## config.mk

```make
export PLATFORM = sky130hd
export DESIGN_NAME = alu_seq
export DESIGN_NICKNAME = d
export VERILOG_FILES = /design/src/rtl/alu_seq.sv
export SDC_FILE = /design/constraint.sdc
export NUM_CORES = 1
export LEC_CHECK = 0
export ABC_CLOCK_PERIOD_IN_PS = 4700
export BUFFER_PORTS_ARGS = -buffer_cell sky130_fd_sc_hd__buf_4
export CAP_MARGIN = 10
export CORE_AREA = 2 2 170 172
export DETAILED_ROUTE_END_ITERATION = 8
export DIE_AREA = 0 0 172 174
export PLACE_DENSITY_LB_ADDON = 0.05
export SETUP_SLACK_MARGIN = 0.15
export SYNTH_ARGS = -nofsm -noshare
export SYNTH_HDL_FRONTEND = slang
export SYNTH_SLANG_ARGS = --single-unit
```

## constraint.sdc

```tcl
create_clock -name clk -period 4.7 [get_ports clk]
set_clock_uncertainty 0.05 [all_clocks]
set_input_delay 0.705 -clock clk [delete_from_list [all_inputs] [get_ports clk]]
set_output_delay 0.705 -clock clk [all_outputs]
set_load 0.03 [all_outputs]
```

## src/rtl/alu_seq.sv

```systemverilog
// alu_seq: handshaked ALU with a registered output stage and an iterative
// shift-add multiplier. Single-cycle ops return one cycle after acceptance,
// MUL returns WIDTH cycles after acceptance. The output register holds its
// contents under back-pressure.
//
// state | meaning
// ------+-------------------------------------------------------------
// IDLE  | ready for a new operation (subject to output back-pressure)
// MULT  | shift-add multiply in progress, r_cnt counts iterations
module alu_seq #(
  parameter int WIDTH = 16
) (
  input  logic             clk,
  input  logic             rst,
  input  logic             in_valid,
  output logic             in_ready,
  input  logic [WIDTH-1:0] a,
  input  logic [WIDTH-1:0] b,
  input  logic [3:0]       alu_ctrl,
  output logic             out_valid,
  input  logic             out_ready,
  output logic [WIDTH-1:0] result,
  output logic             zero,
  output logic             neg,
  output logic             carry,
  output logic             ovf,
  output logic             err
);

  localparam int SHW = $clog2(WIDTH);

  localparam logic [0:0] S_IDLE = 1'b0;
  localparam logic [0:0] S_MULT = 1'b1;

  localparam logic [3:0] OP_ADD  = 4'b0000;
  localparam logic [3:0] OP_SUB  = 4'b0001;
  localparam logic [3:0] OP_NOT  = 4'b0010;
  localparam logic [3:0] OP_SHL  = 4'b0011;
  localparam logic [3:0] OP_SHR  = 4'b0100;
  localparam logic [3:0] OP_AND  = 4'b0101;
  localparam logic [3:0] OP_OR   = 4'b0110;
  localparam logic [3:0] OP_SLTU = 4'b0111;
  localparam logic [3:0] OP_XOR  = 4'b1000;
  localparam logic [3:0] OP_SRA  = 4'b1001;
  localparam logic [3:0] OP_SLT  = 4'b1010;
  localparam logic [3:0] OP_MUL  = 4'b1011;

  localparam logic [WIDTH-1:0] LP_SH_MAX   = WIDTH'(WIDTH - 1);
  localparam logic [SHW-1:0]   LP_CNT_LAST = SHW'(WIDTH - 1);

  logic [0:0]         r_state;
  logic [SHW-1:0]     r_cnt;
  logic [2*WIDTH-1:0] r_a_sh;
  logic [WIDTH-1:0]   r_b_sh;
  logic [2*WIDTH-1:0] r_acc;

  logic               r_out_valid;
  logic [WIDTH-1:0]   r_result;
  logic               r_zero;
  logic               r_neg;
  logic               r_carry;
  logic               r_ovf;
  logic               r_err;

  logic               w_accept;
  logic               w_load_alu;
  logic               w_load_mul;
  logic [WIDTH:0]     w_sum;
  logic [WIDTH:0]     w_diff;
  logic               w_sh_big;
  logic [SHW-1:0]     w_shamt;
  logic [WIDTH-1:0]   w_sra;
  logic [WIDTH-1:0]   w_alu_res;
  logic               w_alu_carry;
  logic               w_alu_ovf;
  logic               w_alu_err;
  logic [2*WIDTH-1:0] w_acc_nxt;
  logic [WIDTH-1:0]   w_ld_res;
  logic               w_ld_carry;
  logic               w_ld_ovf;
  logic               w_ld_err;

  assign in_ready   = (r_state == S_IDLE) && (!r_out_valid || out_ready);
  assign w_accept   = in_valid && in_ready;
  assign w_load_alu = w_accept && (alu_ctrl != OP_MUL);
  assign w_load_mul = (r_state == S_MULT) && (r_cnt == LP_CNT_LAST);

  assign w_sum    = {1'b0, a} + {1'b0, b};
  assign w_diff   = {1'b0, a} - {1'b0, b};
  // Any shift amount past WIDTH-1 saturates; below that the low bits suffice.
  assign w_sh_big = (b > LP_SH_MAX);
  assign w_shamt  = b[SHW-1:0];
  assign w_sra    = $signed(a) >>> w_shamt;

  // Multiplier step: conditionally add the shifted multiplicand.
  assign w_acc_nxt = r_b_sh[0] ? (r_acc + r_a_sh) : r_acc;

  // Single-cycle ALU: result plus carry/overflow/illegal indications.
  always_comb begin
    w_alu_res   = '0;
    w_alu_carry = 1'b0;
    w_alu_ovf   = 1'b0;
    w_alu_err   = 1'b0;
    case (alu_ctrl)
      OP_ADD: begin
        w_alu_res   = w_sum[WIDTH-1:0];
        w_alu_carry = w_sum[WIDTH];
        w_alu_ovf   = (a[WIDTH-1] == b[WIDTH-1]) && (w_sum[WIDTH-1] != a[WIDTH-1]);
      end
      OP_SUB: begin
        w_alu_res   = w_diff[WIDTH-1:0];
        w_alu_carry = w_diff[WIDTH];
        w_alu_ovf   = (a[WIDTH-1] != b[WIDTH-1]) && (w_diff[WIDTH-1] != a[WIDTH-1]);
      end
      OP_NOT:  w_alu_res = ~a;
      OP_SHL:  w_alu_res = w_sh_big ? '0 : (a << w_shamt);
      OP_SHR:  w_alu_res = w_sh_big ? '0 : (a >> w_shamt);
      OP_AND:  w_alu_res = a & b;
      OP_OR:   w_alu_res = a | b;
      OP_SLTU: w_alu_res = {{(WIDTH-1){1'b0}}, (a < b)};
      OP_XOR:  w_alu_res = a ^ b;
      OP_SRA:  w_alu_res = w_sh_big ? {WIDTH{a[WIDTH-1]}} : w_sra;
      OP_SLT:  w_alu_res = {{(WIDTH-1){1'b0}}, ($signed(a) < $signed(b))};
      OP_MUL:  w_alu_res = '0;
      default: w_alu_err = 1'b1;
    endcase
  end

  // Select what the output register loads: multiplier completion or ALU.
  always_comb begin
    w_ld_res   = w_alu_res;
    w_ld_carry = w_alu_carry;
    w_ld_ovf   = w_alu_ovf;
    w_ld_err   = w_alu_err;
    if (w_load_mul) begin
      w_ld_res   = w_acc_nxt[WIDTH-1:0];
      w_ld_carry = 1'b0;
      w_ld_ovf   = |w_acc_nxt[2*WIDTH-1:WIDTH];
      w_ld_err   = 1'b0;
    end
  end

  // Control FSM and multiplier datapath.
  always_ff @(posedge clk) begin
    if (rst) begin
      r_state <= S_IDLE;
      r_cnt   <= '0;
      r_a_sh  <= '0;
      r_b_sh  <= '0;
      r_acc   <= '0;
    end else begin
      case (r_state)
        S_IDLE: begin
          if (w_accept && (alu_ctrl == OP_MUL)) begin
            r_state <= S_MULT;
            r_cnt   <= '0;
            r_a_sh  <= {{WIDTH{1'b0}}, a};
            r_b_sh  <= b;
            r_acc   <= '0;
          end
        end
        S_MULT: begin
          r_acc  <= w_acc_nxt;
          r_a_sh <= r_a_sh << 1;
          r_b_sh <= r_b_sh >> 1;
          r_cnt  <= r_cnt + 1'b1;
          if (w_load_mul) begin
            r_state <= S_IDLE;
            r_cnt   <= '0;
          end
        end
        default: r_state <= S_IDLE;
      endcase
    end
  end

  // Output register: loads on a new result, otherwise holds; valid drops on retire.
  always_ff @(posedge clk) begin
    if (rst) begin
      r_out_valid <= 1'b0;
      r_result    <= '0;
      r_zero      <= 1'b0;
      r_neg       <= 1'b0;
      r_carry     <= 1'b0;
      r_ovf       <= 1'b0;
      r_err       <= 1'b0;
    end else if (w_load_alu || w_load_mul) begin
      r_out_valid <= 1'b1;
      r_result    <= w_ld_res;
      r_zero      <= (w_ld_res == '0);
      r_neg       <= w_ld_res[WIDTH-1];
      r_carry     <= w_ld_carry;
      r_ovf       <= w_ld_ovf;
      r_err       <= w_ld_err;
    end else if (out_ready) begin
      r_out_valid <= 1'b0;
    end
  end

  assign out_valid = r_out_valid;
  assign result    = r_result;
  assign zero      = r_zero;
  assign neg       = r_neg;
  assign carry     = r_carry;
  assign ovf       = r_ovf;
  assign err       = r_err;

endmodule

```

==> metrics.cfg <==
[yosys]
postSynthCellCount=1504
synthesis.yosys.warnings=0
ys_seq_elements=106
yosys_most_used_dff=sky130_fd_sc_hd__dfxtp_1
netlist.top_cell.by_area=sky130_fd_sc_hd__dfxtp_1
synth_enable_flop_cells=0
synth.net_count=1634
post_synth_instance_area_um2=11100
mean_instance_size_in_the_synthesized_netlist_um2=7.37
netlist_top_cells_area=sky130_fd_sc_hd__dfxtp_1 (19%), sky130_fd_sc_hd__ha_1 (9.8%), sky130_fd_sc_hd__a21oi_1 (8.0%)
synth_sequential_area_ratio_pct=19.1
synth-async-reset-ratio_pct=0
synth_cell_types=96
yosys.area.top_type_share_pct=19.1

[routing]
num_vias=11800
wl_um=45400
post_drt_via_cell_ratio=6.29
drtIter0Drc=1256
drt.antenna.violating_nets=0
drt-wirelength-per-cell_um=24.2
drt_pass_1_iters=5
detail_route.drc_violations=0

[sta]
finalWorstPathRequiredPeriod_ns=3.88
final_hold_viol_count=0
final.period_utilization_pct=82.5
maxSlewHeadroom_pct=16.2
timing.fmax_mhz=258
rsz0062_at_grt=false
worstMarginPinSlew_ns=1.25
timing.setup.tns_ns=0
finalMaxSlewViolations=0
final-setup-viol-count=0

[final_layout]
fin_cells=1876
layout.cells.most_common_list=sky130_fd_sc_hd__a21oi_1 (177), sky130_fd_sc_hd__nand2_1 (169), sky130_fd_sc_hd__nor2_1 (138)
filler_instances=3013
insertedDiodeCount=0
layout.cells.most_common=sky130_fd_sc_hd__a21oi_1
area_delta_synth_final_pct=8.22
design_area_um2=12000
final_core_utilization_pct=42.5
sequential_standard_cell_area_um2=2120
multi_input_area_um2=8200
final_layout_size_suffix_gt1_share_pct=11.8
design.final.nets=1619

[power]
internal-power_mw=1.54
pwr-share-comb_pct=30.4
power.ir.vdd_worst_mv=0.163
p_switching_mw=0.864
power_density_nw_per_um2=200
power.sequential.fraction_pct=38.7
power.leakage_nw=4.70
power_switching_share_pct=36.0
pwr-share-clk_pct=30.9

[cts]
clk_transition_reported_paths_ns=0.07
cts_buffers=9
post_cts_resized=0
cts_setup_buffers=0
worst_skew_pair.late_latency_ns=0.37
htreeDepth=3
clock_tree.buffer_depth=2
tritoncts=yes
sinks_on_clock_net=106
hold_buffers=0
root_buffer=sky130_fd_sc_hd__clkbuf_16

[critical_path]
critical_path.startpoint=b[3]
endpoint=zero
critical_path_arrival_ns=4.14
crit_fanout=23
cp-end-kind=register
cp_slowest_cell=sky130_fd_sc_hd__o41ai_1
crit_path_max_incr_delay_ns=0.73
r2r-start=r_a_sh[0]
worst_r2r_endpoint=ovf
path_class=in2reg
worst_ep_required_time_ns=4.96
worst_r2r_path_depth=11
r2r_setup_slack_ns=0.89
critical_path.cell_chain=buf_4 > inv_1 > ha_1 > nor3_1 > a2111oi_4 > mux2i_1 > nor2_1 > o41ai_1 > o211ai_1 > nor4_1 > nand4_1 > nor3_1 > a41o_1
critical_path.startpoint_type=input port
crit_path_frequent_cell=sky130_fd_sc_hd__nor3_1

[grt]
grt_antenna_before_repair=0
first_global_vias=10600
grt_max_degree=75
grt.overflow.total=0
first_pass_grt_wire_length_um=67800
grt_resource_usage_total_pct=30.0

[die]
die-width_um=172
core_area_um2=28200
area_of_the_die_um2=29900
core_rows=62
initial_utilization_pct=39.3
die-height_um=174
ioPinCount=63

[min_path]
holdCritPathClass=reg2reg

[placed_design]
placed_cell_area_um2=11700
dp_hpwl_um=33700
portBuffers=62
dp.cells=1862
gpl.final_weighted_congestion=0.977

[run_status]
status=finished, final reports clean

[job]
max_cap_viol_count=0

-- synth_stat cells, types with 26 or more instances --
cell                       count
sky130_fd_sc_hd__mux2i_1      41
sky130_fd_sc_hd__buf_2        26
sky130_fd_sc_hd__nor2_1      140
sky130_fd_sc_hd__ha_1         87
sky130_fd_sc_hd__a31oi_1      26
sky130_fd_sc_hd__a21oi_1     177
sky130_fd_sc_hd__a22oi_1      44
sky130_fd_sc_hd__clkbuf_1     77
sky130_fd_sc_hd__inv_1        57
sky130_fd_sc_hd__nand3_1      65
sky130_fd_sc_hd__dfxtp_1     106
sky130_fd_sc_hd__o21ai_0      50
sky130_fd_sc_hd__nor3_1       40
sky130_fd_sc_hd__xnor2_1      27
sky130_fd_sc_hd__nand2_1     169
sky130_fd_sc_hd__a211oi_1     27
-- power by group through the flow --
stage          registers [mW]  logic, mW  clock network, mW
2_1_floorplan           0.969      0.440                  0
3_3_place_gp            0.950      0.715                  0
3_5_place_dp            0.950      0.707                  0
4_1_cts                 0.928      0.710              0.766
5_1_grt                 0.930      0.778              0.799
6_report                0.929      0.730              0.740
-- flip-flops by register name (all words and copies together), names as in the netlist --
signal and count:
carry 1, err 1, out_valid 1, ovf 1, r_a_sh 32, r_acc 32, r_b_sh 16, r_cnt 4
r_state 1, result 16, zero 1
-- worst min path at each step --
stage	from	endpoint	slack, ns	depth (start not counted)
detailed placement	r_b_sh[5]	r_b_sh[5]	0.40	2
global route	r_b_sh[10]	r_b_sh[10]	0.43	2
global placement	result[12]	result[12]	0.39	2
CTS	result[12]	result[12]	0.41	2
floorplan	r_b_sh[10]	r_b_sh[10]	0.39	2
finish	r_b_sh[1]	r_b_sh[1]	0.41	2
-- logic make-up after synthesis --
logic type      count (synthesis)  synth area share, %
simple gates                  531                 23.0
fa+ha+maj                      90                 10.4
xor+xnor                       38                 3.00
mux                            72                 8.43
flops                         106                 19.1
buf+inv                       180                 7.10
compound gates                487                 28.9
-- per-stage QoR --
stage	power (mW)	hold WS (ns)	worst slack, ns
floorplan	1.41	0.387	0.679
global placement	1.66	0.391	0.575
detailed placement	1.66	0.397	0.607
CTS	2.40	0.406	0.948
global route	2.51	0.426	0.672
finish	2.40	0.407	0.821
-- final cells by class --
| class | count | area share (%) |
|---|---|---|
| Sequential cell | 106 | 17.7 |
| Timing Repair Buffer | 94 | 5.88 |
| Tap cell | 384 | 4.00 |
| Inverter | 60 | 1.88 |
| Clock inverter | 3 | 0.208 |
| Multi-Input combinational cell | 1218 | 68.3 |
| Clock buffer | 11 | 2.02 |
-- worst max-delay path: cells and delay by family --
family	cells	cell delay (ns)
AOI/OAI and AO/OA	4	1.32
adders and majority gates	1	0.44
and+or+nand+nor	5	1.09
muxes	1	0.17
buffers and inverters	2	0.41
-- layer usage --
metal / track usage, % / routed length (µm)
met4: 7.63 / 991
met2: 44.1 / 19400
met3: 6.24 / 3760
met1: 44.3 / 21300
met5: 0 / 0
Note: power is estimated with default switching activity, not from simulation.
